[config.mk]
export PLATFORM = sky130hd
export DESIGN_NAME = ccff_chain_loader
export DESIGN_NICKNAME = d
export VERILOG_FILES = /design/src/rtl/ccff_pkg.sv /design/src/rtl/ccff_rb_packer.sv /design/src/rtl/ccff_chain_loader.sv
export SDC_FILE = /design/constraint.sdc
export NUM_CORES = 1
export LEC_CHECK = 0
export CAP_MARGIN = 10
export CORE_AREA = 2 2 53 55
export CTS_CLUSTER_SIZE = 24
export DETAILED_ROUTE_END_ITERATION = 7
export DIE_AREA = 0 0 55 57
export PLACE_DENSITY = 0.74
export SYNTH_ARGS = -nofsm -noshare
export SYNTH_HDL_FRONTEND = slang
export SYNTH_HIERARCHICAL = 1
export SYNTH_SLANG_ARGS = --single-unit
[constraint.sdc]
create_clock -name prog_clk -period 2.3 [get_ports prog_clk]
set_clock_uncertainty 0.15 [all_clocks]
set_input_delay 0.69 -clock prog_clk [delete_from_list [all_inputs] [get_ports prog_clk]]
set_output_delay 0.69 -clock prog_clk [all_outputs]
set_load 0.01 [all_outputs]
[src/rtl/ccff_pkg.sv]
// Shared types and constants for the configuration-chain loader.
// Holds the FSM state enum, byte width and default isolation length.
package ccff_pkg;

  localparam int BYTE_W       = 8;
  localparam int BIT_W        = $clog2(BYTE_W);
  localparam int ISOL_CYC_DEF = 2;

  typedef enum logic [2:0] {
    S_IDLE,
    S_ISOL,
    S_FETCH,
    S_SHIFT,
    S_RELEASE
  } state_t;

endpackage

[src/rtl/ccff_rb_packer.sv]
// Serial-to-byte packer for bits displaced out of the chain tail.
// Ports: clk/rst_n, i_en (sample strobe), i_bit, i_last (final sample),
//        o_data (packed byte, LSB = first bit), o_valid (1-cycle strobe).
module ccff_rb_packer
  import ccff_pkg::*;
(
  input  logic              clk,
  input  logic              rst_n,
  input  logic              i_en,
  input  logic              i_bit,
  input  logic              i_last,
  output logic [BYTE_W-1:0] o_data,
  output logic              o_valid
);

  logic [BYTE_W-1:0] r_sr;
  logic [BIT_W-1:0]  r_n;
  logic [BYTE_W-1:0] r_data;
  logic              r_valid;
  logic [BYTE_W-1:0] w_word;
  logic              w_flush;

  assign w_word  = r_sr | (BYTE_W'(i_bit) << r_n);
  assign w_flush = (r_n == BIT_W'(BYTE_W - 1)) || i_last;

  always_ff @(posedge clk or negedge rst_n) begin
    if (!rst_n) begin
      r_sr    <= '0;
      r_n     <= '0;
      r_data  <= '0;
      r_valid <= 1'b0;
    end else begin
      r_valid <= 1'b0;
      if (i_en) begin
        if (w_flush) begin
          r_data  <= w_word;
          r_valid <= 1'b1;
          r_sr    <= '0;
          r_n     <= '0;
        end else begin
          r_sr <= w_word;
          r_n  <= r_n + 1'b1;
        end
      end
    end
  end

  assign o_data  = r_data;
  assign o_valid = r_valid;

endmodule

[src/rtl/ccff_chain_loader.sv]
// Streams a byte bitstream LSB-first into a CCFF configuration chain,
// keeping fabric IO isolated for the whole load.
// Ports: prog_clk/prog_reset_n, cfg_start, in_data/in_valid/in_ready,
//        ccff_head/ccff_tail, prog_clk_en, IO_ISOL_N, cfg_busy, cfg_done,
//        rb_data/rb_valid (only with CCFF_READBACK_EN defined).
module ccff_chain_loader
  import ccff_pkg::*;
#(
  parameter int CHAIN_LEN = 64,
  parameter int ISOL_CYC  = ISOL_CYC_DEF
) (
  input  logic              prog_clk,
  input  logic              prog_reset_n,
  input  logic              cfg_start,
  input  logic [BYTE_W-1:0] in_data,
  input  logic              in_valid,
  output logic              in_ready,
  output logic              ccff_head,
  input  logic              ccff_tail,
  output logic              prog_clk_en,
`ifdef CCFF_READBACK_EN
  output logic [BYTE_W-1:0] rb_data,
  output logic              rb_valid,
`endif
  output logic              IO_ISOL_N,
  output logic              cfg_busy,
  output logic              cfg_done
);

  localparam int CW = $clog2(CHAIN_LEN + 1);
  localparam int IW = (ISOL_CYC > 1) ? $clog2(ISOL_CYC) : 1;
  localparam logic [CW-1:0] CNT_LAST  = CW'(CHAIN_LEN - 1);
  localparam logic [IW-1:0] ISOL_LAST =
    IW'((ISOL_CYC > 0) ? ISOL_CYC - 1 : 0);

  state_t            r_state;
  state_t            w_next;
  logic [BYTE_W-1:0] r_byte;
  logic [BIT_W-1:0]  r_bitn;
  logic [CW-1:0]     r_cnt;
  logic [IW-1:0]     r_isol;
  logic              r_iso_n;
  logic              r_busy;
  logic              r_done;

  logic w_last;
  logic w_byte_end;
  logic w_en;
  logic w_rdy;

  assign w_last     = (r_state == S_SHIFT) && (r_cnt == CNT_LAST);
  assign w_byte_end = (r_bitn == BIT_W'(BYTE_W - 1));

  always_ff @(posedge prog_clk or negedge prog_reset_n) begin
    if (!prog_reset_n) r_state <= S_IDLE;
    else               r_state <= w_next;
  end

  always_comb begin
    w_next = r_state;
    unique case (r_state)
      S_IDLE:    if (cfg_start) w_next = S_ISOL;
      S_ISOL:    if (r_isol == ISOL_LAST) w_next = S_FETCH;
      S_FETCH:   if (in_valid) w_next = S_SHIFT;
      S_SHIFT: begin
        if (w_last)          w_next = S_RELEASE;
        else if (w_byte_end) w_next = S_FETCH;
      end
      S_RELEASE: w_next = S_IDLE;
      default:   w_next = S_IDLE;
    endcase
  end

  always_comb begin
    w_en  = 1'b0;
    w_rdy = 1'b0;
    unique case (1'b1)
      (r_state == S_SHIFT): w_en  = 1'b1;
      (r_state == S_FETCH): w_rdy = 1'b1;
      default: ;
    endcase
  end

  // The byte register is not shifted on its last bit so the head
  // holds steady while FETCH waits for the next byte.
  always_ff @(posedge prog_clk or negedge prog_reset_n) begin
    if (!prog_reset_n) begin
      r_byte  <= '0;
      r_bitn  <= '0;
      r_cnt   <= '0;
      r_isol  <= '0;
      r_iso_n <= 1'b0;
      r_busy  <= 1'b0;
      r_done  <= 1'b0;
    end else begin
      case (r_state)
        S_IDLE: begin
          if (cfg_start) begin
            r_iso_n <= 1'b0;
            r_done  <= 1'b0;
            r_busy  <= 1'b1;
            r_cnt   <= '0;
            r_isol  <= '0;
          end
        end
        S_ISOL: r_isol <= r_isol + 1'b1;
        S_FETCH: begin
          if (in_valid) begin
            r_byte <= in_data;
            r_bitn <= '0;
          end
        end
        S_SHIFT: begin
          r_cnt  <= r_cnt + 1'b1;
          r_bitn <= r_bitn + 1'b1;
          if (!w_byte_end) r_byte <= r_byte >> 1;
          if (w_last) begin
            r_iso_n <= 1'b1;
            r_done  <= 1'b1;
            r_busy  <= 1'b0;
          end
        end
        default: ;
      endcase
    end
  end

  assign in_ready    = w_rdy;
  assign prog_clk_en = w_en;
  assign ccff_head   = r_byte[0];
  assign IO_ISOL_N   = r_iso_n;
  assign cfg_busy    = r_busy;
  assign cfg_done    = r_done;

`ifdef CCFF_READBACK_EN
  ccff_rb_packer u_rb (
    .clk     (prog_clk),
    .rst_n   (prog_reset_n),
    .i_en    (w_en),
    .i_bit   (ccff_tail),
    .i_last  (w_last),
    .o_data  (rb_data),
    .o_valid (rb_valid)
  );
`else
  logic w_unused;
  assign w_unused = ccff_tail;
`endif

endmodule
==> flow_results.org <==
** Synth
- Post-synthesis adder-cell area fraction :: 2.991%
- Dominant cells by area after synthesis :: dfrtp_1 48%, mux2_2 14%, ha_1 3.0%, o21ai_0 2.0%, buf_6 1.8%
- Most frequently used flop master after synthesis :: dfrtp_1
- Area share of the leading cell type in the synthesized netlist :: a little under half
- After Yosys synthesis, XOR and XNOR cells account for 0% of the synthesized area.
- Total nets after synthesis :: ~130
- After synthesis, the netlist uses 41 different library cells.
- After synthesis, the largest family of logic cells by area is compound AO/OA/AOI/OAI gates.
- After synthesis, flip-flops and latches occupy between 40% and 50% of the total area.
- Measured against the total synthesized area, the mux share comes to between 10% and 20%.
- Complex-gate fraction of the synthesized area :: between 15 and 20%
- Total standard cell area after synthesis :: around 1300 um2
- The synthesized design contains 0 enable-type register cells.
- In this run the mean area of a mapped cell was 11.51 um2.
- Most used standard cell by instance count after synthesis :: dfrtp_1
- Share of synthesized flip-flops with an asynchronous set or reset :: 100.0%
- The synthesized design spends more area on one cell type than any other, namely dfrtp_1.
- Synthesis inferred 24 register bits.
- The synthesized netlist devotes roughly 12% of its cell area to simple gates.
- Ys Warns :: 6
- Synthesis produced a netlist whose cell count is 109.
- After synthesis, the most frequently instantiated cells are 24 x dfrtp_1, 16 x mux2_2, 6 x nor2_1.

** Clocking
- TritonCTS built the clock tree.
- After clock tree synthesis, the clock-pin slew on the worst setup and hold paths is 0.13 ns.
- Clock Path Buffers :: 2
- Clk root buf :: clkbuf_4
- The clock reaches the later pin of the worst-skew pair after 0.31 ns.
- The clock drives 24 sinks.
- The number of clock buffers added by TritonCTS is 3.
- CTS built an H-tree with a depth of 1.

** GRT
- The initial antenna violation count came to 0.
- Global routing usage on met2 :: 29.76%
- The total overflow left after global routing is 0.
- Layer with the highest usage after global routing :: met2
- Vias in the first global route :: a little under 1000
- Across every metal layer, demand over resource in global routing totals around 17%.
- Maximum number of pins on one net before global-route repair :: 25
- Wire length of the first global-routing pass :: around 4000 um
- Met3 Resource Use GR :: around 2.4%
- In the global route stage, met1 resource usage came out at a little over 20%.

** Timing
- In the final timing run, aggregate negative setup slack is 0 ns.
- Fin. max-slew vios :: 0
- For this run, the top clock speed supported by timing is approximately 450 MHz.
- Number of endpoints with negative hold slack in the final report :: 0
- Dividing the final minimum period by the clock period gives a little over nine tenths.
- Measured against its own limit, the worst slew margin works out to around three quarters.
- For the pin with the worst max-slew slack, the measured transition is about 0.40 ns.
- Endpoints failing setup :: 0
- Setup repair after global routing left no endpoint under its margin.
- Minimum period implied by the final worst setup slack :: roughly 2.2 ns
- After layout, the worst setup slack is approximately 0.093 ns.

** Layout
- After the last flow step, the layout net total stands at 153.
- Signed area change from the synthesized netlist to the final layout :: 23.13%
- Proportion of layout cells with a drive suffix above 1 :: 30.15%
- Ant. Diodes :: 0
- Area of all sequential standard cells :: roughly 600 um2
- Share of the core filled with cells :: just under 60%
- In the final layout, the multi-input gates occupy 593.1 um2.
- Fill cell count :: 226
- Summing all non-filler instances in the final layout gives an area of about 1500 um2.

** Critical path
- The critical path starts at r_state[2]$_DFFE_PN0P_.
- FF-to-FF setup slack :: roughly 0.32 ns
- In this run the worst path has a maximum fanout of 3.
- The slowest stage of the critical path is the dfrtp_2 cell.
- Required arrival time at the worst endpoint :: around 1.5 ns
- Critical register-to-register path startpoint :: r_bitn[0]$_DFFE_PN0P_
- Data arrives at the worst endpoint at around 1.4 ns.
- The worst setup path is captured at an output pin.
- On the worst path, the slowest cell contributes a delay of ~0.43 ns.
- Critical path launch point type :: flop
- The setup path with the least slack is of type reg -> out.
- The signal on the critical path passes through buf_4 > nand2b_1 > nor2_1 > dlygate4sd2_1.

** Floorplan
- Die ar. :: around 3100 um2
- Measured along the y axis, the die boundary spans 57 um.
- The die is between 50 and 60 um wide.
- The initial utilization of the core area, before any placement, comes to 47.99%.
- The total area inside the core boundary comes to around 2600 um2.
- Site Rows :: 19
- In this run the count of I/O pins placed on the die edge is 19.

** Worst hold path
- The min-delay analysis places its worst path in the category reg -> reg.
- Launch point of the worst hold path :: r_byte[0]$_DFFE_PN0P_

** Pwr
- Combinational share of power :: between 40% and 50%
- In this run switching power makes up 34.66% of total power.
- The analysis attributes to cell leakage a power of between 0.6 and 0.7 nW.
- Cell internal power was estimated by the tool at around 1.2 mW.
- IR analysis of the VDD net gives a maximum drop of 0.7062 mV.
- For this design the ratio of total power to cell area is ~1200 nW/um2.
- The clock network accounts for around an eighth of the total power.
- Sequential share of power :: roughly 40%
- P_sw :: between 600 and 700 uW

** Placement
- Total placed instance area :: around 1500 um2
- Number of buffer cells added on primary ports :: 17
- After legalization and detailed placement, the total HPWL measured 1682 um.
- Weighted congestion reported at the end of routability-driven placement :: 0.7285
- Timing analysis after detailed placement gives a worst setup slack of -0.05922 ns.

** Outcome
- The run finished with clean final reports.

** Route
- Wires add up to 2319 um.
- After detailed routing, the average wire length per cell comes to 13.89 um.
- The first detailed-routing pass ran for 4 iterations.
- Total number of vias :: approximately 940
- Antenna viol nets, final :: 0
- Dividing the detail-routed via count by the number of cells gives roughly 5.6.
- The first routing iteration left 11 violations.
- After detailed routing, the number of remaining DRC violations is 0.

** Run
- Max-cap violation count :: 0
==> layout make-up <==
| cell class | instances | share of cell area, % |
|---|---|---|
| repair buffers | 29 | 16.68 |
| inverters | 4 | 0.9717 |
| multi-input cells | 75 | 38.38 |
| flip-flops and latches | 24 | 39.11 |
| well taps | 31 | 2.510 |
| clock buffers | 4 | 2.348 |
==> power groups by stage <==
stage	Clock, mW	Sequential, mW	Combinational, mW
floorplan	0	0.714	0.689
global placement	0	0.734	0.887
detailed placement	0	0.749	0.925
CTS	0.231	0.737	0.926
global route	0.246	0.765	1.01
finish	0.221	0.738	0.907
==> worst max-delay path: cells and delay by family, from the launching register on <==
kind	cells	cell delay, ns
flops	1	0.43
buf+inv	2	0.41
simple gates	2	0.23
==> cell usage in the layout (no fill, tap or decap), drive strengths merged, types with 3 or more instances in the layout <==
| cell type | synthesis | routed |
|---|---|---|
| o21ai | 5 | 5 |
| buf | 5 | 12 |
| inv | 4 | 4 |
| nand2b | 3 | 3 |
| clkbuf | 1 | 4 |
| mux2 | 16 | 16 |
| a21oi | 5 | 5 |
| nor2 | 6 | 6 |
| ha | 3 | 3 |
| nand2 | 4 | 4 |
| dfrtp | 24 | 24 |
| clkdlybuf4s50 | 0 | 15 |
| a22o | 3 | 3 |
==> path summary, 6_finish.rpt <==
kind                       cells past startpoint                     end
max                                            4                in_ready
min                                            1   r_byte[0]$_DFFE_PN0P_
max reg2reg                                    5   r_byte[4]$_DFFE_PN0P_
min reg2reg                                    1   r_byte[0]$_DFFE_PN0P_
max in group asynchronous                      2  r_state[0]$_DFFE_PN0P_
min in group asynchronous                      2   r_byte[6]$_DFFE_PN0P_
==> logic make-up after synthesis <==
kind of cell	count (synthesis)
and+or+nand+nor	26
AOI/OAI and AO/OA	29
muxes	17
buffers and inverters	10
adders and majority gates	3
DFF	24
==> state kept, by name (all words and copies together) (netlist names) <==
name / flops
cfg_busy: 1
cfg_done: 1
r_bitn: 3
r_byte: 8
r_cnt: 7
r_isol: 1
r_state: 3
==> metrics by stage <==
step / hold slack (ns) / power [mW] / instances
2_1_floorplan: 0.2444 / 1.403 / 109
3_3_place_gp: 0.3314 / 1.621 / 159
3_5_place_dp: 0.3454 / 1.674 / 159
4_1_cts: 0.3764 / 1.894 / 167
5_1_grt: 0.3824 / 2.023 / 167
6_report: 0.3711 / 1.866 / 167
==> layer usage <==
| metal | up-vias | share of wire (%) |
|---|---|---|
| met5 | - | 0 |
| met4 | 0 | 0.65 |
| met3 | 2 | 2.8 |
| met2 | 13 | 50 |
| met1 | 461 | 47 |
| li1 | 465 | - |
==> repair_timing <==
| item | 4_1_cts | 5_1_grt |
|---|---|---|
| hold buffers | 0 | 0 |
| setup endpoints to repair | 2 | 0 |
| resized for setup | 5 | 0 |
| setup buffers | 4 | 0 |
Power figures use the tool's default switching activity.
